`src/rtl/pipeline_redirect_ctrl.sv`:
```
// EX-stage redirect consumer: PC redirect, pipeline flush, fetch masking, load-use stall.
// Optional perf counters and protocol-error flag under REDIRECT_PERF_CNT_EN.
module pipeline_redirect_ctrl #(
    parameter int FETCH_LAT = 1,
    parameter int PC_W      = 32
) (
    input  logic            cpu_clk,
    input  logic            cpu_rst,
    input  logic            ControlHazard,
    input  logic [PC_W-1:0] EXTargetPc,
    input  logic            DataHazard,
    output logic            RedirectValid,
    output logic [PC_W-1:0] RedirectPc,
    output logic            FlushIFID,
    output logic            FlushIDEX,
    output logic            StallPC,
    output logic            StallIFID,
    output logic            FetchValid,
    output logic            Draining
`ifdef REDIRECT_PERF_CNT_EN
    ,
    output logic [31:0]     FlushCount,
    output logic [31:0]     StallCount,
    output logic [0:0]      ProtoErr
`endif
);

    typedef enum logic {
        RUN   = 1'b0,
        DRAIN = 1'b1
    } state_t;

    localparam logic [1:0] LAT = 2'(FETCH_LAT);

    state_t     state;
    logic [1:0] drain_cnt;

    always_comb begin
        RedirectValid = 1'b0;
        RedirectPc    = '0;
        FlushIFID     = 1'b0;
        FlushIDEX     = 1'b0;
        StallPC       = 1'b0;
        StallIFID     = 1'b0;
        FetchValid    = 1'b0;
        Draining      = 1'b0;
        if (!cpu_rst) begin
            unique case (state)
                DRAIN: begin
                    // Stale IROM data is turned into a bubble
                    FlushIFID = 1'b1;
                    Draining  = 1'b1;
                end
                default: begin
                    FetchValid = 1'b1;
                    if (ControlHazard) begin
                        RedirectValid = 1'b1;
                        RedirectPc    = EXTargetPc;
                        FlushIFID     = 1'b1;
                        FlushIDEX     = 1'b1;
                    end else if (DataHazard) begin
                        StallPC   = 1'b1;
                        StallIFID = 1'b1;
                        FlushIDEX = 1'b1;
                    end
                end
            endcase
        end
    end

    always_ff @(posedge cpu_clk) begin
        if (cpu_rst) begin
            state     <= (LAT == 2'd0) ? RUN : DRAIN;
            drain_cnt <= LAT;
        end else begin
            unique case (state)
                DRAIN: begin
                    drain_cnt <= drain_cnt - 2'd1;
                    if (drain_cnt == 2'd1) begin
                        state <= RUN;
                    end
                end
                default: begin
                    if (ControlHazard && LAT != 2'd0) begin
                        state     <= DRAIN;
                        drain_cnt <= LAT;
                    end
                end
            endcase
        end
    end

`ifdef REDIRECT_PERF_CNT_EN
    always_ff @(posedge cpu_clk) begin
        if (cpu_rst) begin
            FlushCount <= '0;
            StallCount <= '0;
            ProtoErr   <= '0;
        end else begin
            if (RedirectValid && FlushCount != 32'hFFFF_FFFF) begin
                FlushCount <= FlushCount + 32'd1;
            end
            if (StallPC && StallCount != 32'hFFFF_FFFF) begin
                StallCount <= StallCount + 32'd1;
            end
            // EX should hold a bubble while draining
            if (Draining && ControlHazard) begin
                ProtoErr <= 1'b1;
            end
        end
    end
`endif

endmodule

```
`config.mk`:
```
export PLATFORM = sky130hd
export DESIGN_NAME = pipeline_redirect_ctrl
export DESIGN_NICKNAME = d
export VERILOG_FILES = /design/src/rtl/pipeline_redirect_ctrl.sv
export SDC_FILE = /design/constraint.sdc
export NUM_CORES = 1
export LEC_CHECK = 0
export ABC_AREA = 0
export ABC_CLOCK_PERIOD_IN_PS = 1150
export BUFFER_PORTS_ARGS = -buffer_cell sky130_fd_sc_hd__buf_4
export CORE_ASPECT_RATIO = 0.8
export CORE_MARGIN = 2
export CORE_UTILIZATION = 26
export CTS_CLUSTER_SIZE = 16
export DETAILED_ROUTE_END_ITERATION = 8
export GPL_ROUTABILITY_DRIVEN = 0
export PLACE_DENSITY_LB_ADDON = 0.05
export SETUP_SLACK_MARGIN = 0.2
export SLEW_MARGIN = 25
export SYNTH_ARGS = -nofsm -noshare
export SYNTH_HDL_FRONTEND = slang
export SYNTH_SLANG_ARGS = --single-unit
```
`constraint.sdc`:
```
create_clock -name cpu_clk -period 1.15 [get_ports cpu_clk]
set_clock_uncertainty 0.05 [all_clocks]
set_input_delay 0.0575 -clock cpu_clk [delete_from_list [all_inputs] [get_ports cpu_clk]]
set_output_delay 0.0575 -clock cpu_clk [all_outputs]
set_load 0.02 [all_outputs]
```
==> Word level (Yosys, flattened, before mapping) <==
Index checks and enable logic that the tools add are counted.
{ "word_totals": {"register_bits": 3, "input_bits": 36, "output_inout_bits": 39, "word_cells": 28} }
{ "op_classes": {"add_sub_neg": 1, "n_eq_ne": 1, "mux": 23, "n_reduce_logical": 1} }
{ "ops": {"columns": ["op", "count"], "rows": [
  ["2-to-1 mux 32 bit", 3],
  ["2-to-1 mux 1 bit", 18],
  ["2-to-1 mux 2 bit", 2],
  ["equality test 2 x 1 -> 1 bit, second input constant", 1],
  ["nonzero test 2 bit", 1],
  ["subtractor 2 x 1 -> 2 bit, second input constant", 1]
]} }

==> Longest topological paths before layout <==
Gate-level depths: netlist of run 1.
{ "depth": {"depth_word": 4, "ltp_mapped": 4} }

==> Least setup slack after synthesis of run 1 <==
OpenSTA, ideal clock, no wires.
{ "synth_path": {"path_kind": "register to output", "start": "register state", "end": "output StallPC", "arrival_ns": 1.555, "setup_slack_ns": -0.513, "stages_incl_launch_ff": 4, "cell_sequence": "dfxtp_1 -> buf_6 -> nor4b_1 -> buf_4"} }
{ "synth_via": {"elab_chain_len": 2} }
{ "synth_lines": {"columns": ["element", "line_no", "source"], "rows": [
  ["start: declaration", "35", "state_t state;"],
  ["start signal: assignment", "73", "state <= (LAT == 2'd0) ? RUN : DRAIN;"],
  ["2-to-1 mux 1 bit (2 in a row)", null, null],
  ["end: declaration", "16", "output logic StallPC,"]
]} }
Every way passes these cells.

==> Worst setup path in the final report of run 1 <==
{ "layout_path": {"start": "register state", "end": "output RedirectPc[0]"} }
{ "layout_via": {"elab_chain_len": 2} }
{ "layout_lines": {"columns": ["element", "line_no", "source"], "rows": [
  ["2-to-1 mux 32 bit", "48", "unique case (state)"],
  ["2-to-1 mux 32 bit", "47", "if (!cpu_rst) begin"],
  ["end: declaration", "13", "output logic [PC_W-1:0] RedirectPc,"]
]} }
Every way passes these cells.

==> flow_metrics.tcl, run 1 <==
set metrics [dict create \
    status "finished, violations left" \
    violations "negative setup slack" \
    cts_tree "done" \
    leakage_nw 0.6545 \
    setup_tns_ps -5735 \
    max_cap_viol_count 0 \
    clockBufferDepth 2 \
    syn-num-nets 94 \
    routedWlPerCell_um 12.93 \
    end_kind "primary output" \
    wirelength_um 1991 \
    hold_depth 2 \
    portBuffers 74 \
    drc 0 \
    grt_max_degree 18 \
    cts.hold.buffers_added 0 \
    dr.pass1.iters 2 \
    tightest_slew_ps 235.1 \
    clk_latency_ps 230 \
    start_util 0.2732 \
    fmax_mhz 736.9 \
    syn-instance-count 57 \
    grt_use_total 0.1825 \
    pre_cts_slack_ps 31.46 \
    fin_crit_sh 1.180 \
    die_h_um 40.60 \
    grt_setup_unrepaired "true" \
    layout.area.seq_um2 62.56 \
    clk_pin_slew_ps 40 \
    grt_pass1_wl_um 2594 \
    antenna_cells 0 \
    grt_overflow 0 \
    drive_above_1_share 0.9091 \
    setup_viol 38 \
    cts_buffers 3 \
    ant_nets 0 \
    min_path_type "input pin to flop" \
    ys_seq_area_frac 0.1379 \
    die_area_um2 2020 \
    globalRouteMet2Util 0.3500 \
    required_ps 1040 \
    yosysWarnings 0 \
    clock-sinks 3 \
    num_vias 649 \
    cellPowerDensity_nw_per_um2 724.9 \
    row_count 13 \
    htree_levels 1 \
    multi_input_area_um2 425.4 \
    dpl.hpwl_um 1341 \
    busiest_layer "met2" \
    detail_route.vias_per_cell 4.214 \
    grt_use_met1 0.1793 \
    worst_slack_ps -207.1 \
    num-nets-final 170 \
    antenna_found_initial 0 \
    relSlewSlack 0.8426 \
    ir_worst_vdd_mv 0.7206 \
    root_buffer "clkbuf_4" \
    ioPinCount 75 \
    n_fill_cell 117 \
    ys_types 17 \
    critPathLaunchType "flop" \
    syn_area_per_cell_um2 7.639 \
    drtIter0Drc 5 \
    cp.arrival_ps 1250 \
    core_um2 1594 \
    ff2ff_path_depth 2 \
    grt_use_met3 0.06716 \
    critPathKind "flop to primary output" \
    grt_pass1_vias 555 \
    final-hold-violation-count 0 \
    fin_crit_ps 1357 \
    area_delta_synth_final_pct 188.2 \
    netlist_area_um2 435.4 \
    ys_ff_latch 3 \
    slew_violations 0 \
    cp_max_fo 17 \
    dieWidth_um 49.76 \
]
-- cell usage in the layout (no fill, tap or decap), drive strengths merged --
cell | netlist | routed
o21bai | 1 | 1
nor3b | 1 | 1
nand3b | 1 | 1
nor2b | 1 | 1
o21a | 1 | 1
ha | 1 | 1
o41ai | 1 | 1
buf | 6 | 77
nor4b | 1 | 1
dfxtp | 3 | 3
nand2 | 1 | 1
inv | 1 | 1
clkbuf | 0 | 4
nor2 | 4 | 4
a2bb2oi | 1 | 1
and2 | 33 | 33
-- Yosys cell counts --
cell | number | area share
a2bb2oi_1 | 1 | 0.020
and2_0 | 1 | 0.014
and2_1 | 32 | 0.46
buf_4 | 2 | 0.034
buf_6 | 4 | 0.10
dfxtp_1 | 3 | 0.14
ha_1 | 1 | 0.029
inv_1 | 1 | 0.0086
nand2_1 | 1 | 0.0086
nand3b_1 | 1 | 0.017
nor2_1 | 4 | 0.034
nor2b_1 | 1 | 0.014
nor3b_4 | 1 | 0.043
nor4b_1 | 1 | 0.020
o21a_1 | 1 | 0.017
o21bai_1 | 1 | 0.017
o41ai_1 | 1 | 0.020
-- worst max-delay path: stages (launching register included) --
cell	delay [ps]
dfxtp_2	320
nor3b_4	210
buf_6	190
and2_2	180
buf_6	120
-- per-layer routing --
layer	part of all wire	vias up	routed length [um]
li1	-	326	-
met1	0.34	285	677
met2	0.56	36	1122
met3	0.086	2	172
met4	0.0095	0	19
met5	0	-	0
-- flip-flops by register name (all words and copies together), names as in the netlist --
name and count:
drain_cnt 2, state 1
-- cell families (layout without fill, tap and decap cells) --
logic type / Yosys count / count (layout) / share of synthesized area
AO/OA/AOI/OAI: 4 / 4 / 0.07473
adder cells (fa/ha/maj): 1 / 1 / 0.02873
buffers and inverters: 7 / 82 / 0.1465
flip-flops: 3 / 3 / 0.1379
AND/OR/NAND/NOR: 42 / 42 / 0.6121
-- where the power goes --
part / switching [W] / internal (W) / leakage [nW] / total, W
clock: 0.0000548 / 0.000130 / 0.0150 / 0.000185
sequential: 0.0000189 / 0.000133 / 0.0251 / 0.000152
combinational: 0.000254 / 0.000318 / 0.614 / 0.000573
total: 0.000328 / 0.000582 / 0.655 / 0.000910
-- metrics by stage --
stage	hold WS, ps	total power [W]	cell area, um^2	util	std cells
3_3_place_gp	259.4	0.0006343	1072	0.6727	150
5_1_grt	22.77	0.0009758	1255	0.7873	154
3_5_place_dp	266.3	0.0006418	1072	0.6727	150
6_report	32.75	0.0009097	1255	0.7873	154
4_1_cts	34.73	0.0008914	1241	0.7787	154
2_1_floorplan	104.3	0.0004481	526.8	-	57
-- area by class of cell --
class,count,area share
Timing Repair Buffer,77,0.5653
Multi-Input combinational cell,47,0.3390
Sequential cell,3,0.04985
Tap cell,22,0.02193
Clock buffer,4,0.02094
Inverter,1,0.002991
-- worst paths after layout --
check                                                from                         to  slack, ps
worst max-delay path                     state$_SDFF_PP1_              RedirectPc[0]       -210
worst min-delay path                        ControlHazard  drain_cnt[1]$_SDFFE_PP0P_         30
worst max register to register           state$_SDFF_PP1_  drain_cnt[1]$_SDFFE_PP0P_        210
worst min register to register  drain_cnt[1]$_SDFFE_PP0P_  drain_cnt[1]$_SDFFE_PP0P_        430
-- repair_timing --
item	4_1_cts	5_1_grt
setup endpoints to repair	40	40
gates resized for setup	39	4
buffers inserted	0	0
(Power assumes the default switching activity.)
==> run 2: changes to the inputs <==
--- a/config.mk
+++ b/config.mk
@@ -15,6 +15,7 @@
 export DETAILED_ROUTE_END_ITERATION = 8
 export GPL_ROUTABILITY_DRIVEN = 0
 export PLACE_DENSITY_LB_ADDON = 0.05
+export REMOVE_ABC_BUFFERS = 1
 export SETUP_SLACK_MARGIN = 0.2
 export SLEW_MARGIN = 25
 export SYNTH_ARGS = -nofsm -noshare
==> run 2 against run 1 <==
  * The flow still finishes with violations (negative setup slack)
  * Total power fell by 8.3%
  * Cell area decreased by 9.3%
  * Non-clock buffer count fell by 1
  * Utilization shrank 7.3 points
  * Clock-buffer cell count is the same
  * First-iteration DRC count rose by 20%
  * Setup slack worse by 18 ps
  * Critical endpoint is now RedirectPc[18]
  * Register-to-register slack lost 30 ps
  * Largest power group unchanged
  * Critical path depth unchanged
==> flow_metrics.tcl, run 2 (synthesized netlist as in run 1, its figures left out) <==
set metrics [dict create \
    status "finished, violations left" \
    violations "negative setup slack" \
    setup_viol 39 \
    grt_max_degree 34 \
    dieWidth_um 49.76 \
    leakage_nw 0.5944 \
    fmax_mhz 727.2 \
    drc 0 \
    clockBufferDepth 2 \
    hold_depth 2 \
    critPathLaunchType "flop" \
    end_kind "primary output" \
    wirelength_um 1843 \
    htree_levels 1 \
    post_cts.repair.setup_buffers 0 \
    n_fill_cell 139 \
    clk_pin_slew_ps 40 \
    ir_worst_vdd_mv 0.7181 \
    worst_slack_ps -225.1 \
    grt_pass1_vias 518 \
    ff2ff_path_depth 2 \
    drtIter0Drc 6 \
    grt_pass1_wl_um 2525 \
    antenna_found_initial 0 \
    dpl.hpwl_um 1406 \
    tightest_slew_ps 245.2 \
    fin_crit_sh 1.196 \
    pre_cts_slack_ps 3.403 \
    core_um2 1594 \
    ioPinCount 75 \
    clock-sinks 3 \
    cts_tree "done" \
    total_power_w 0.0008340 \
    final-hold-violation-count 0 \
    cellPowerDensity_nw_per_um2 732.5 \
    critPathKind "flop to primary output" \
    num_vias 635 \
    detail_route.vias_per_cell 4.150 \
    routedWlPerCell_um 12.05 \
    cp.arrival_ps 1270 \
    max_cap_viol_count 0 \
    mostFrequentLayoutCells "buf_4 (48), and2_1 (30), buf_6 (27)" \
    root_buffer "clkbuf_4" \
    row_count 13 \
    area_delta_synth_final_pct 161.5 \
    grt_setup_unrepaired "true" \
    die_area_um2 2020 \
    fin_crit_ps 1375 \
    portBuffers 74 \
    final_common_cell "buf_4" \
    slew_violations 0 \
    grt_overflow 0 \
    cp_slowest_cell "dfxtp_2" \
    ant_nets 0 \
    regMostFlops "drain_cnt" \
    cts_buffers 3 \
    slowest_delay_ps 330 \
    reg.largest.list "drain_cnt: 2 flops, state: 1 flops" \
    num-nets-final 169 \
    die_h_um 40.60 \
    clk_latency_ps 230 \
    cp_max_fo 33 \
    dr.pass1.iters 3 \
    start_util 0.2732 \
    grt_use_total 0.1698 \
    relSlewSlack 0.8344 \
    required_ps 1040 \
    min_path_type "input pin to flop" \
    crit_path_cell_trace "nor3b_4 > buf_12 > and2_1 > buf_6" \
    antenna_cells 0 \
    drive_above_1_share 0.6641 \
    largest_reg_flops 2 \
    setup_tns_ps -6847 \
]
## run 2: changes by cell type in the layout (fill, tap and decap cells not counted), moves of 3 or more
cell / change
and2_1: +30
and2_2: -3
and2_4: -26
buf_4: +6
buf_6: -8
## run 2: path summary, 6_finish.rpt
path | startpoint | end | slack [ps]
min reg2reg | drain_cnt[1]$_SDFFE_PP0P_ | drain_cnt[1]$_SDFFE_PP0P_ | 420
max | state$_SDFF_PP1_ | RedirectPc[18] | -230
max reg2reg | state$_SDFF_PP1_ | drain_cnt[1]$_SDFFE_PP0P_ | 180
min | ControlHazard | drain_cnt[1]$_SDFFE_PP0P_ | 30
## run 2: timing repair
item,4_1_cts,5_1_grt
endpoints found under the setup margin,41,41
hold buffers,0,0
gates resized for setup,30,6
pin swaps,1,0
## run 2: layout make-up
type / instances / area, um^2 / share of cell area
well taps: 22 / 27.53 / 0.02418
repair buffers: 76 / 684.4 / 0.6011
flip-flops and latches: 3 / 61.31 / 0.05385
inverters: 1 / 3.754 / 0.003297
clock buffers: 4 / 26.28 / 0.02308
multi-input cells: 47 / 335.3 / 0.2945
## run 2: metal layers
metal,global-route usage,wire (um),part of all wire,up-vias
li1,-,-,-,325
met1,0.1957,708,0.38,281
met2,0.2967,972,0.53,29
met3,0.05224,163,0.088,0
met4,0.08333,0,0,0
met5,0,0,0,-
## run 2: metrics by stage
stage,cells,area (um^2),util,hold slack [ps]
2_1_floorplan,51,375.4,-,96.88
3_3_place_gp,149,985.9,0.6185,243.4
3_5_place_dp,149,985.9,0.6185,246.6
4_1_cts,153,1124,0.7049,23.67
5_1_grt,153,1139,0.7143,32.96
6_report,153,1139,0.7143,27.10
## run 2: power by group
group	total, W	internal (W)	leakage [nW]	switching (W)
registers	0.000152	0.000132	0.0247	0.0000206
logic	0.000500	0.000277	0.555	0.000223
clock network	0.000182	0.000130	0.0150	0.0000520
## run 2: worst max-delay path, delay by kind of cell, from the launching register on
| kind | cells | cell delay [ps] |
|---|---|---|
| flip-flops | 1 | 330 |
| AND/OR/NAND/NOR | 2 | 390 |
| buffers and inverters | 2 | 310 |
